$ cat config.mk
export PLATFORM = sky130hd
export DESIGN_NAME = logic_unit_pipe_flat
export DESIGN_NICKNAME = d
export VERILOG_FILES = /design/src/rtl/logic_pkg.sv /design/src/rtl/logic_unit_pipe_if.sv /design/src/rtl/logic_op_core.sv /design/src/rtl/logic_unit_pipe.sv /design/src/flat_wrapper.sv
export SDC_FILE = /design/constraint.sdc
export NUM_CORES = 1
export LEC_CHECK = 0
export ABC_AREA = 1
export BUFFER_PORTS_ARGS = -buffer_cell sky130_fd_sc_hd__buf_2
export CAP_MARGIN = 20
export CORE_UTILIZATION = 61
export DETAILED_ROUTE_END_ITERATION = 12
export HOLD_SLACK_MARGIN = 0.06
export PLACE_DENSITY = 0.82
export SLEW_MARGIN = 20
export SYNTH_ARGS = -nofsm -noshare
export SYNTH_HDL_FRONTEND = slang
export SYNTH_SLANG_ARGS = --single-unit
export TNS_END_PERCENT = 10
$ cat constraint.sdc
create_clock -name clk -period 5.3 [get_ports clk]
set_input_delay 0.795 -clock clk [delete_from_list [all_inputs] [get_ports clk]]
set_output_delay 0.795 -clock clk [all_outputs]
set_load 0.05 [all_outputs]
$ cat src/rtl/logic_pkg.sv
// Shared opcode definitions for the bitwise logic blocks and later ALU blocks.
package logic_pkg;

  typedef logic [2:0] opcode_t;

  localparam opcode_t OP_AND  = 3'b000;
  localparam opcode_t OP_OR   = 3'b001;
  localparam opcode_t OP_NOT  = 3'b010;
  localparam opcode_t OP_NAND = 3'b011;
  localparam opcode_t OP_NOR  = 3'b100;
  localparam opcode_t OP_XOR  = 3'b101;
  localparam opcode_t OP_XNOR = 3'b110;
  localparam opcode_t OP_PASS = 3'b111;

  // Opcodes whose result depends on operand a only.
  function automatic logic op_is_unary(opcode_t op);
    return (op == OP_NOT) || (op == OP_PASS);
  endfunction

endpackage

$ cat src/rtl/logic_unit_pipe_if.sv
// Command/result bus of logic_unit_pipe; slave is the block, master is the source/consumer side.
interface logic_unit_pipe_if #(
  parameter int WIDTH = 8,
  parameter int CNT_W = 16
);
  import logic_pkg::*;

  logic             in_valid;
  logic             in_ready;
  opcode_t          op;
  logic             acc_en;
  logic [WIDTH-1:0] a;
  logic [WIDTH-1:0] b;
  logic             out_valid;
  logic             out_ready;
  logic [WIDTH-1:0] y;
  logic             zero;
  logic             parity;
  logic [CNT_W-1:0] done_cnt;

  modport master (
    output in_valid, op, acc_en, a, b, out_ready,
    input  in_ready, out_valid, y, zero, parity, done_cnt
  );

  modport slave (
    input  in_valid, op, acc_en, a, b, out_ready,
    output in_ready, out_valid, y, zero, parity, done_cnt
  );

endinterface

$ cat src/rtl/logic_op_core.sv
// Combinational eight-way bitwise gate: the primitive-gate function used in stage 2.
module logic_op_core
  import logic_pkg::*;
#(
  parameter int WIDTH = 8
) (
  input  opcode_t          op,
  input  logic [WIDTH-1:0] a,
  input  logic [WIDTH-1:0] b,
  output logic [WIDTH-1:0] y
);

  always_comb begin
    y = '0;
    case (op)
      OP_AND:  y = a & b;
      OP_OR:   y = a | b;
      OP_NOT:  y = ~a;
      OP_NAND: y = ~(a & b);
      OP_NOR:  y = ~(a | b);
      OP_XOR:  y = a ^ b;
      OP_XNOR: y = ~(a ^ b);
      OP_PASS: y = a;
      default: y = '0;
    endcase
  end

endmodule

$ cat src/rtl/logic_unit_pipe.sv
// Two-stage valid/ready bitwise logic unit with accumulate mode, result flags and completion counter.
module logic_unit_pipe
  import logic_pkg::*;
#(
  parameter int WIDTH = 8,
  parameter int CNT_W = 16
) (
  input  logic               clk,
  input  logic               rst_n,
  logic_unit_pipe_if.slave   bus
);

  logic             v1_q, v1_d;
  logic             v2_q, v2_d;
  opcode_t          op1_q, op1_d;
  logic             acc_en1_q, acc_en1_d;
  logic [WIDTH-1:0] a1_q, a1_d;
  logic [WIDTH-1:0] b1_q, b1_d;
  logic [WIDTH-1:0] y_q, y_d;
  logic             zero_q, zero_d;
  logic             parity_q, parity_d;
  logic [WIDTH-1:0] acc_q, acc_d;
  logic [CNT_W-1:0] done_cnt_q, done_cnt_d;

  logic             s2_ready, s1_ready;
  logic             accept, s2_load, complete;
  logic [WIDTH-1:0] eff_a, res;

  assign s2_ready = !v2_q || bus.out_ready;
  assign s1_ready = !v1_q || s2_ready;
  assign accept   = bus.in_valid && s1_ready;
  assign s2_load  = v1_q && s2_ready;
  assign complete = v2_q && bus.out_ready;

  // acc always holds the previous transaction's result, so substituting here
  // at the S2 load chains back-to-back accumulates without a hazard.
  assign eff_a = acc_en1_q ? acc_q : a1_q;

  logic_op_core #(.WIDTH(WIDTH)) u_core (
    .op (op1_q),
    .a  (eff_a),
    .b  (b1_q),
    .y  (res)
  );

  always_comb begin
    v1_d       = v1_q;
    v2_d       = v2_q;
    op1_d      = op1_q;
    acc_en1_d  = acc_en1_q;
    a1_d       = a1_q;
    b1_d       = b1_q;
    y_d        = y_q;
    zero_d     = zero_q;
    parity_d   = parity_q;
    acc_d      = acc_q;
    done_cnt_d = done_cnt_q;

    if (accept) begin
      v1_d      = 1'b1;
      op1_d     = bus.op;
      acc_en1_d = bus.acc_en;
      a1_d      = bus.a;
      b1_d      = bus.b;
    end else if (s2_load) begin
      v1_d = 1'b0;
    end

    if (s2_load) begin
      v2_d     = 1'b1;
      y_d      = res;
      zero_d   = (res == '0);
      parity_d = ^res;
      acc_d    = res;
    end else if (complete) begin
      v2_d = 1'b0;
    end

    if (complete) begin
      done_cnt_d = done_cnt_q + 1'b1;
    end
  end

  always_ff @(posedge clk or negedge rst_n) begin
    if (!rst_n) begin
      v1_q       <= 1'b0;
      v2_q       <= 1'b0;
      y_q        <= '0;
      zero_q     <= 1'b1;
      parity_q   <= 1'b0;
      acc_q      <= '0;
      done_cnt_q <= '0;
    end else begin
      v1_q       <= v1_d;
      v2_q       <= v2_d;
      y_q        <= y_d;
      zero_q     <= zero_d;
      parity_q   <= parity_d;
      acc_q      <= acc_d;
      done_cnt_q <= done_cnt_d;
    end
  end

  // S1 payload is qualified by v1, so it needs no reset.
  always_ff @(posedge clk) begin
    op1_q     <= op1_d;
    acc_en1_q <= acc_en1_d;
    a1_q      <= a1_d;
    b1_q      <= b1_d;
  end

  assign bus.in_ready  = s1_ready;
  assign bus.out_valid = v2_q;
  assign bus.y         = y_q;
  assign bus.zero      = zero_q;
  assign bus.parity    = parity_q;
  assign bus.done_cnt  = done_cnt_q;

endmodule

$ cat src/flat_wrapper.sv
// flat-port wrapper written by rule: the top's interface ports become plain ports
module logic_unit_pipe_flat import logic_pkg::*;
#(
  parameter int WIDTH = 8,
  parameter int CNT_W = 16
)
  (clk, rst_n, bus_in_valid, bus_op, bus_acc_en, bus_a, bus_b, bus_out_ready, bus_in_ready, bus_out_valid, bus_y, bus_zero, bus_parity, bus_done_cnt);
  logic_unit_pipe_if #(.WIDTH(WIDTH), .CNT_W(CNT_W)) bus_i ();
  input  logic clk;
  input  logic rst_n;
  input wire logic [$bits(bus_i.in_valid)-1:0] bus_in_valid;
  input wire logic [$bits(bus_i.op)-1:0] bus_op;
  input wire logic [$bits(bus_i.acc_en)-1:0] bus_acc_en;
  input wire logic [$bits(bus_i.a)-1:0] bus_a;
  input wire logic [$bits(bus_i.b)-1:0] bus_b;
  input wire logic [$bits(bus_i.out_ready)-1:0] bus_out_ready;
  output wire logic [$bits(bus_i.in_ready)-1:0] bus_in_ready;
  output wire logic [$bits(bus_i.out_valid)-1:0] bus_out_valid;
  output wire logic [$bits(bus_i.y)-1:0] bus_y;
  output wire logic [$bits(bus_i.zero)-1:0] bus_zero;
  output wire logic [$bits(bus_i.parity)-1:0] bus_parity;
  output wire logic [$bits(bus_i.done_cnt)-1:0] bus_done_cnt;
  assign bus_i.in_valid = bus_in_valid;
  assign bus_i.op = bus_op;
  assign bus_i.acc_en = bus_acc_en;
  assign bus_i.a = bus_a;
  assign bus_i.b = bus_b;
  assign bus_i.out_ready = bus_out_ready;
  assign bus_in_ready = bus_i.in_ready;
  assign bus_out_valid = bus_i.out_valid;
  assign bus_y = bus_i.y;
  assign bus_zero = bus_i.zero;
  assign bus_parity = bus_i.parity;
  assign bus_done_cnt = bus_i.done_cnt;
  logic_unit_pipe #(.WIDTH(WIDTH), .CNT_W(CNT_W)) u_core (.clk(clk), .rst_n(rst_n), .bus(bus_i));
endmodule
==> results.cfg <==
[status]
outcome = finished with violations
violations = design-rule violations

[sta]
final.hold.worst_slack_ns = 0.493
final.period_utilization = 0.485
timing.final.hold_violations = 0
worst_slew_pin_slew_ns = 0.870
rsz_0062_raised_after_global_routing = false
setup_viol = 0
maxSlewHeadroom = 0.420
period_minus_slack_ns = 2.57
setup_tns_ns = 0
fmax_mhz = 389
fin_worst_skew_ns = 0.0154
drv_slew = 0

[power]
leakage_nw = 2.01
power_per_cell_area_nw_per_um2 = 367
power.share.clock = 0.178
internal_power_mw = 0.725
netSwitchingFraction = 0.450
switching_power_mw = 0.594
irDropWorstVdd_v = 0.000243
power.share.combinational = 0.424
power.sequential.fraction = 0.398

[place]
placed_cells = 535
portBuffers = 51
hpwlAfterDp_um = 4870
globalplace.congestion = 0.904

[logic_synthesis]
async_reset_ff_frac = 0.583
syn_area_sq_um = 3230
cell_count_after_synthesis = 421
synth_compound_gate_area_share = 0.00621
synth_top_family_by_area = simple AND/OR/NAND/NOR gates
ys_ff_latch = 48
synth_enable_flop_cells = 20
number_of_warnings_issued_by_yosys = 0
synthMuxAreaShare = 0
synth_fa_ha_area_frac = 0.0815
yosys_most_used_dff = sky130_fd_sc_hd__dfrtp_1
synth-xor-area-share = 0.0326
yosys.area_share.simple = 0.364
synth_nets = 466
synth.distinct_cells = 29
synthesis.area_per_instance_sq_um = 7.66
synth.yosys.seq_area_share = 0.404

[global_route]
grt_use_total = 0.250
global_route_wire_length_before_repair_um = 10400
first_global_vias = 2240
grt_start_max_net_pins = 29
global_route.overflow_total = 0
antenna_found_initial = 0

[clock_network]
clock_insertion_delay_worst_skew_ns = 0.31
worst_setup_hold_path_clk_slew_ns = 0.09
tritoncts_clock_tree = done
longest_clk_path_bufs = 2
cts.sink_count = 48
htree_levels = 2
ctsRootBufferMaster = sky130_fd_sc_hd__clkbuf_8
postCtsSetupBuffers = 0
cts_inserted_buffers = 5
post_cts_hold_buffer_count = 0
post_cts_resized = 0

[setup_path]
r2r_end = u_core.bus.parity
slowest_delay_ns = 0.61
startpoint = u_core.acc_en1_q
r2r_setup_slack_ns = 2.73
crit_type = reg -> reg
critical-path-slowest-cell = sky130_fd_sc_hd__edfxtp_1
timing.rr.start = u_core.acc_en1_q
worstPathCellList = inv_4, nand2_1, nand2_1, ha_1, nand4_1, nand2_1, nor2_1, nand3_2, inv_1, ha_1, xnor2_1, xnor2_1, o21ai_0
crit_path_start_kind = register
worst_setup_path_end_kind = register
timing.reg2reg.worst_path_depth = 13
critical-path-top-cell-by-count = sky130_fd_sc_hd__nand2_1
worst-endpoint-required_ns = 5.47
timing.critical_path.fanout_max = 10
crit_path_end = u_core.bus.parity
worst-endpoint-arrival_ns = 2.74

[floorplan]
dieHeight_um = 74.7
dieWidth_um = 74.7
core.rowCount = 26
die-area_sq_um = 5580
floorplan.core_area_sq_um = 5110
top_level_ports = 52
start_util = 0.632

[routing]
postRouteWirelength_um = 6510
drc = 1
drtAntennaViolNets = 0
via_per_instance_ratio = 5.04
topRoutingLayerUsed = met4
met1_length_um = 3140
drt_pass1_iterations = 9
num_vias = 2735
route.met3.wl_um = 390
route.met2.wl_um = 2830
avgRoutedWirePerCell_um = 12.0
dr.first_iter.drc_count = 249

[finish]
drive_gt1_frac = 0.173
final_core_util = 0.703
n_antenna_cell = 0
fin_nets = 517
syn2layout_area_growth_pct = 11.4
instances_no_fill = 543

[worst_hold_path]
hold_path.class = in -> async

[flow_run]
max_capacitance_violation_count = 0
## routing by layer
metal  global-route usage  vias up
met5                    0        -
met4                0.101        0
met3               0.0509       15
met2                0.361      101
met1                0.368     1224
li1                     -     1395
## cell usage in the layout, fill, tap and decap left out, types with 2 or more instances in the layout
master                     count
sky130_fd_sc_hd__nand2_1     158
sky130_fd_sc_hd__inv_1        73
sky130_fd_sc_hd__buf_2        51
sky130_fd_sc_hd__nor2_1       34
sky130_fd_sc_hd__dfrtp_1      27
sky130_fd_sc_hd__ha_1         21
sky130_fd_sc_hd__edfxtp_1     20
sky130_fd_sc_hd__nand3_1      16
sky130_fd_sc_hd__nand4_1      11
sky130_fd_sc_hd__nand3b_1      9
sky130_fd_sc_hd__nand3_2       8
sky130_fd_sc_hd__xnor2_1       7
sky130_fd_sc_hd__clkbuf_8      6
sky130_fd_sc_hd__nor2_4        5
sky130_fd_sc_hd__xor2_1        5
sky130_fd_sc_hd__nor2_2        3
sky130_fd_sc_hd__nor3_1        3
sky130_fd_sc_hd__nand2_2       2
sky130_fd_sc_hd__o21ai_1       2
sky130_fd_sc_hd__o21ai_0       2
## through the flow
step                      setup WS (ns)  instance area, sq um  total power [mW]
after floorplan                    3.07                  3230             0.957
after CTS                          2.76                  3590              1.32
after global routing               2.55                  3590              1.40
final                              2.73                  3590              1.32
after global placement             2.82                  3500              1.08
after detailed placement           2.78                  3500              1.09
## registers in the layout, indices dropped and copies added (netlist names)
name,flops
u_core.acc_en1_q,1
u_core.bus.zero,1
u_core.bus.done_cnt,16
u_core.v1_q,1
u_core.op1_q,3
u_core.bus.out_valid,1
u_core.bus.y,8
u_core.bus.parity,1
u_core.a1_q,8
u_core.b1_q,8
## kinds of logic (layout without fill, tap and decap cells)
group | count (synthesis) | in the layout
and+or+nand+nor | 253 | 253
buffers and inverters | 83 | 135
DFF | 48 | 48
adders and majority gates | 21 | 21
xor gates and xnor gates | 12 | 12
AOI/OAI and AO/OA | 4 | 4
## synthesized netlist by cell type (2+ instances only)
master | n | area [sq um]
sky130_fd_sc_hd__buf_4 | 3 | 22.5
sky130_fd_sc_hd__buf_6 | 3 | 33.8
sky130_fd_sc_hd__dfrtp_1 | 27 | 676
sky130_fd_sc_hd__edfxtp_1 | 20 | 601
sky130_fd_sc_hd__ha_1 | 21 | 263
sky130_fd_sc_hd__inv_1 | 73 | 274
sky130_fd_sc_hd__nand2_1 | 158 | 593
sky130_fd_sc_hd__nand2_2 | 2 | 12.5
sky130_fd_sc_hd__nand3_1 | 16 | 80.1
sky130_fd_sc_hd__nand3_2 | 8 | 80.1
sky130_fd_sc_hd__nand3b_1 | 9 | 67.6
sky130_fd_sc_hd__nand4_1 | 11 | 68.8
sky130_fd_sc_hd__nor2_1 | 34 | 128
sky130_fd_sc_hd__nor2_2 | 3 | 18.8
sky130_fd_sc_hd__nor2_4 | 5 | 56.3
sky130_fd_sc_hd__nor3_1 | 3 | 15.0
sky130_fd_sc_hd__o21ai_0 | 2 | 10.0
sky130_fd_sc_hd__o21ai_1 | 2 | 10.0
sky130_fd_sc_hd__xnor2_1 | 7 | 61.3
sky130_fd_sc_hd__xor2_1 | 5 | 43.8
## power by group through the flow
| stage | logic (mW) | clock network, mW | registers [mW] |
|---|---|---|---|
| after floorplan | 0.273 | 0 | 0.684 |
| after global placement | 0.547 | 0 | 0.530 |
| after detailed placement | 0.556 | 0 | 0.531 |
| after CTS | 0.559 | 0.237 | 0.525 |
| after global routing | 0.615 | 0.252 | 0.535 |
| final | 0.559 | 0.235 | 0.525 |
## worst max-delay path, delay by kind of cell (launching register included)
| kind | cells | cell delay (ns) |
|---|---|---|
| and+or+nand+nor | 6 | 0.70 |
| xor gates and xnor gates | 2 | 0.32 |
| adders and majority gates | 2 | 0.55 |
| DFF | 1 | 0.61 |
| buffers and inverters | 2 | 0.17 |
| AOI/OAI and AO/OA | 1 | 0.08 |
## cell type report
class / count / area [sq um]
multi-input combinational: 290 / 1560
tap: 70 / 87.6
sequential: 48 / 1300
timing repair buffer: 51 / 255
clock buffer: 7 / 86.3
fill: 437 / 1520
clock inverter: 1 / 8.76
inverter: 76 / 289
## how the worst min path moves through the flow
stage                     slack, ns                 endpoint               startpoint  cells past startpoint
final                          0.49     u_core.bus.out_valid                    rst_n                      1
after global routing           0.53  u_core.bus.done_cnt[10]                    rst_n                      1
after CTS                      0.49          u_core.bus.zero          u_core.bus.zero                      2
after detailed placement       0.48          u_core.bus.zero          u_core.bus.zero                      2
after global placement         0.47  u_core.bus.done_cnt[14]  u_core.bus.done_cnt[14]                      2
after floorplan                0.50   u_core.bus.done_cnt[0]                    rst_n                      0
Power figures use the tool's default switching activity.
